**config.mk**
```make
export PLATFORM = sky130hd
export DESIGN_NAME = uart_tx_frame
export DESIGN_NICKNAME = d
export VERILOG_FILES = /design/src/rtl/uart_tx_frame.sv
export SDC_FILE = /design/constraint.sdc
export NUM_CORES = 1
export LEC_CHECK = 0
export CORE_ASPECT_RATIO = 1.25
export CORE_MARGIN = 1.5
export CORE_UTILIZATION = 30
export CTS_CLUSTER_DIAMETER = 80
export DETAILED_ROUTE_END_ITERATION = 7
export MAX_ROUTING_LAYER = met4
export RECOVER_POWER = 50
export SYNTH_ARGS = -nofsm -noshare
export SYNTH_HDL_FRONTEND = slang
export SYNTH_SLANG_ARGS = --single-unit
```
**constraint.sdc**
```tcl
create_clock -name CLK -period 3.1 [get_ports CLK]
set_input_delay 0.775 -clock CLK [delete_from_list [all_inputs] [get_ports CLK]]
set_output_delay 0.775 -clock CLK [all_outputs]
set_load 0.01 [all_outputs]
```
**src/rtl/uart_tx_frame.sv**
```systemverilog
// UART transmitter: start bit, DATA_WIDTH data bits LSB first, optional parity, one stop bit.
// One bit per CLK; TX_OUT and Busy come straight from flops.
module uart_tx_frame #(
   parameter int unsigned DATA_WIDTH = 8
) (
   input  logic                  CLK,
   input  logic                  RST,
   input  logic [DATA_WIDTH-1:0] P_DATA,
   input  logic                  DATA_VALID,
   input  logic                  PAR_EN,
   input  logic                  PAR_TYP,
   output logic                  TX_OUT,
   output logic                  Busy
);

   localparam int unsigned CW = (DATA_WIDTH > 1) ? $clog2(DATA_WIDTH) : 1;
   localparam logic [CW-1:0] LAST_BIT = CW'(DATA_WIDTH - 1);

   typedef enum logic [2:0] {
      IDLE,
      START,
      DATA,
      PARITY,
      STOP
   } state_t;

   state_t                r_state;
   state_t                w_state_nx;
   logic [CW-1:0]         r_cnt;
   logic [CW-1:0]         w_cnt_nx;
   logic [DATA_WIDTH-1:0] r_data;
   logic                  r_par_en;
   logic                  r_par;
   logic                  r_tx;
   logic                  r_busy;
   logic                  w_tx_nx;
   logic                  w_accept;

   assign w_accept = (r_state == IDLE) && DATA_VALID;

   always_ff @(posedge CLK or negedge RST) begin
      if (!RST) begin
         r_state  <= IDLE;
         r_cnt    <= '0;
         r_data   <= '0;
         r_par_en <= 1'b0;
         r_par    <= 1'b0;
         r_tx     <= 1'b1;
         r_busy   <= 1'b0;
      end else begin
         r_state <= w_state_nx;
         r_cnt   <= w_cnt_nx;
         r_tx    <= w_tx_nx;
         r_busy  <= (w_state_nx != IDLE);
         if (w_accept) begin
            r_data   <= P_DATA;
            r_par_en <= PAR_EN;
            r_par    <= PAR_TYP ? ~^P_DATA : ^P_DATA;
         end
      end
   end

   always_comb begin
      w_state_nx = r_state;
      w_cnt_nx   = r_cnt;
      w_tx_nx    = 1'b1;
      case (r_state)
         IDLE:    if (DATA_VALID) w_state_nx = START;
         START: begin
            w_state_nx = DATA;
            w_cnt_nx   = '0;
         end
         DATA: begin
            if (r_cnt == LAST_BIT) begin
               w_state_nx = r_par_en ? PARITY : STOP;
               w_cnt_nx   = '0;
            end else begin
               w_cnt_nx = r_cnt + 1'b1;
            end
         end
         PARITY:  w_state_nx = STOP;
         STOP:    w_state_nx = IDLE;
         default: w_state_nx = IDLE;
      endcase
      // Line level is decoded from the next state so the flop shows the bit of the state being entered
      case (w_state_nx)
         START:   w_tx_nx = 1'b0;
         DATA:    w_tx_nx = r_data[w_cnt_nx];
         PARITY:  w_tx_nx = r_par;
         default: w_tx_nx = 1'b1;
      endcase
   end

   assign TX_OUT = r_tx;
   assign Busy   = r_busy;

endmodule

```
==> qor.yml <==
logic_synthesis:
  syn-num-nets: 99
  synth_ff_type: "sky130_fd_sc_hd__dfrtp_1"
  postSynthAreaPerCell_sq_um: 11.8
  synth.lib_cells_used.distinct: 34
  post_synth_inst_count: 83
  synth.yosys.warnings: 0
  synth.most_common_cell: "sky130_fd_sc_hd__dfrtp_1"
  synth.area.top_cells: "sky130_fd_sc_hd__dfrtp_1 (44%), sky130_fd_sc_hd__mux2_1 (10%), sky130_fd_sc_hd__xnor2_1 (5.4%)"
  ys_seq_area_share_pct: 46.3
  synth_edf_count: 0
  synthDominantCellAreaShare_pct: 43.6
  ys_seq_elements: 18
  syn-cell-area_sq_um: 976
  ys_async_sr_fraction_pct: 100
  post_synth_most_frequent_cells: "sky130_fd_sc_hd__dfrtp_1 (17), sky130_fd_sc_hd__mux2_1 (9), sky130_fd_sc_hd__xnor2_1 (6)"
  yosys.area.top_type: "sky130_fd_sc_hd__dfrtp_1"
route:
  drt_first_iter_violations: 12
  ant_nets: 0
  avg_vias_per_cell: 4.93
  detail_route.drc_violations: 0
  detail_route.wirelength_mm: 1.68
  drt-wirelength-per-cell_um: 12.5
  routed-via-count: 665
  detailedRoute.firstPassIterationCount: 4
clock_tree:
  clock_insertion_delay_worst_skew_ps: 290
  cts_hold_buffers: 0
  worst_setup_hold_path_clk_slew_ps: 100
  ctsResizeCount: 0
  cts_tree: "done"
  numClockSinks: 18
  cts.htree.levels: 1
  clk_root_buffer_cell: "sky130_fd_sc_hd__clkbuf_4"
  cts_inserted_buffers: 3
  postCtsSetupRepairBufs: 0
  clock_path_buffers: 2
die:
  number_of_top_level_pins: 15
  dieArea_sq_um: 3610
  floorplan.initialDensity_pct: 32.2
  chipWidth_um: 54.0
  placementRows: 22
  die_h_um: 66.8
  floorplan.core_area_sq_um: 3030
finish:
  antenna_cells_inserted: 0
  drive_above_1_share_pct: 11.1
  n_fill_cell: 307
  final_cell_count_no_fill: 135
  share_of_the_core_filled_with_cells_pct: 39.3
  area_delta_synth_final_pct: 22.1
  multiInputGateArea_sq_um: 499
  final-seq-area_sq_um: 452
  nets: 116
  stdcell_area_sq_um: 1190
setup_path:
  timing.critical_path.max_delay_family: "simple AND/OR/NAND/NOR gates"
  worstSetupEndpointType: "register"
  cpPeakStageDelay_ps: 470
  critical_path.cell_chain: "ha_1 > ha_1 > nor4b_2 > a21oi_2 > a2bb2oi_4 > mux2i_1 > or3_1 > a31oi_1"
  cp_num_buf_inv: 0
  worst_ep_arrival_time_ps: 2410
  worst_setup_path_type: "register to register"
  critical_path_peak_fanout: 5
  critPathLaunchType: "register"
  cp.required_ps: 3310
  cp_slowest_cell: "sky130_fd_sc_hd__dfrtp_1"
  cp_common_cell: "sky130_fd_sc_hd__ha_1"
sta:
  setup_viol: 0
  finClkSkew_ps: 4.17
  grt_setup_unrepaired: "false"
  whs_ps: 492
  fin_crit_sh_pct: 70.9
  timing_worst_slew_pin_value_ps: 803
  slew_viol_final: 0
  timing.max_slew.rel_slack_pct: 46.3
  maximum_achievable_frequency_ghz: 0.455
  finalSetupTns_ps: 0
  hold_violations: 0
  post-route-min-period_ps: 2200
power:
  ir_worst_vdd_mv: 0.387
  pwr_density_cell_nw_per_um2: 903
  total_leakage_power_nw: 0.514
status:
  outcome: "finished, final reports clean"
placement:
  place_congestion: 0.698
  numPlacedInstances: 131
  buffers_on_ports: 14
  dp_hpwl_mm: 1.33
  dpl_cell_area_sq_um: 1150
flow_run:
  max_cap_viol_count: 0
global_routing:
  grt_start_max_net_pins: 19
  overall_fraction_of_global_route_tracks_in_use_pct: 11.0
  grt_antenna_before_repair: 0
  grt_first_pass_wirelength_mm: 2.82
  vias_in_the_first_global_route: 662
  grt_overflow: 0
min_path:
  hold_path_class: "register to register"
per-layer routing:
| metal | wire (um) | GRT usage (%) | share of wire (%) |
|---|---|---|---|
| met5 | 0 | - | 0 |
| met4 | 25 | 4.69 | 1.5 |
| met3 | 71 | 1.57 | 4.2 |
| met2 | 782 | 17.7 | 46 |
| met1 | 804 | 13.5 | 48 |
cell families (layout without fill, tap and decap cells):
logic type      Yosys count  count (layout)  share of synthesized area (%)
mux                      13              13                           14.6
fa+ha+maj                 3               3                           3.85
buf+inv                   6              22                           2.56
flops                    18              18                           46.3
simple gates             17              17                           11.7
xor+xnor                  8               8                           7.18
compound gates           18              18                           13.8
worst reg2reg max path: stages, from the launching register on:
cell                        delay [ps]
sky130_fd_sc_hd__dfrtp_1           470
sky130_fd_sc_hd__ha_1              250
sky130_fd_sc_hd__ha_1              230
sky130_fd_sc_hd__nor4b_2           290
sky130_fd_sc_hd__a21oi_2            70
sky130_fd_sc_hd__a2bb2oi_4         180
sky130_fd_sc_hd__mux2i_1           130
sky130_fd_sc_hd__or3_1             300
sky130_fd_sc_hd__a31oi_1           200
registers in the layout (all words and copies together), names as in the netlist:
name / cells
Busy: 1
TX_OUT: 1
r_cnt: 3
r_data: 8
r_par: 1
r_par_en: 1
r_state: 3
stage by stage:
step                setup slack (ps)  total power [mW]
floorplan                       1090             0.812
global placement                 772             0.934
detailed placement               791             0.948
CTS                              868              1.09
global route                     759              1.16
finish                           901              1.08
cell type report:
| class | count | share of cell area [%] |
|---|---|---|
| clock buffer | 4 | 3.05 |
| inverter | 3 | 0.945 |
| multi-input combinational | 59 | 41.9 |
| sequential | 18 | 37.9 |
| tap | 36 | 3.78 |
| timing repair buffer | 15 | 12.4 |
worst paths after layout:
check	startpoint	end	slack, ps	depth (start not counted)
min in group asynchronous	RST	r_data[5]	1010	1
max in group asynchronous	RST	Busy	1600	1
min	r_data[6]	r_data[6]	490	1
min reg2reg	r_data[6]	r_data[6]	490	1
max reg2reg	r_cnt[0]	TX_OUT	900	8
max	r_cnt[0]	TX_OUT	900	8
cells in the final DEF (no fill, tap or decap), drive strengths merged, types with 2 or more instances in the layout:
master / instances
dlygate4sd3: 2
nand2: 3
a21oi: 5
dfrtp: 17
a31oi: 3
mux2: 10
clkbuf: 4
mux2i: 3
xnor2: 6
ha: 3
inv: 3
nor3: 2
o21ai: 4
clkdlybuf4s50: 12
nand2b: 4
xor2: 2
report_power, final:
group	switching (mW)	internal, mW	total, mW
combinational	0.219	0.272	0.490
clock	0.0728	0.0715	0.144
sequential	0.0916	0.350	0.441
total	0.383	0.693	1.08
Note: power is estimated with default switching activity, not from simulation.
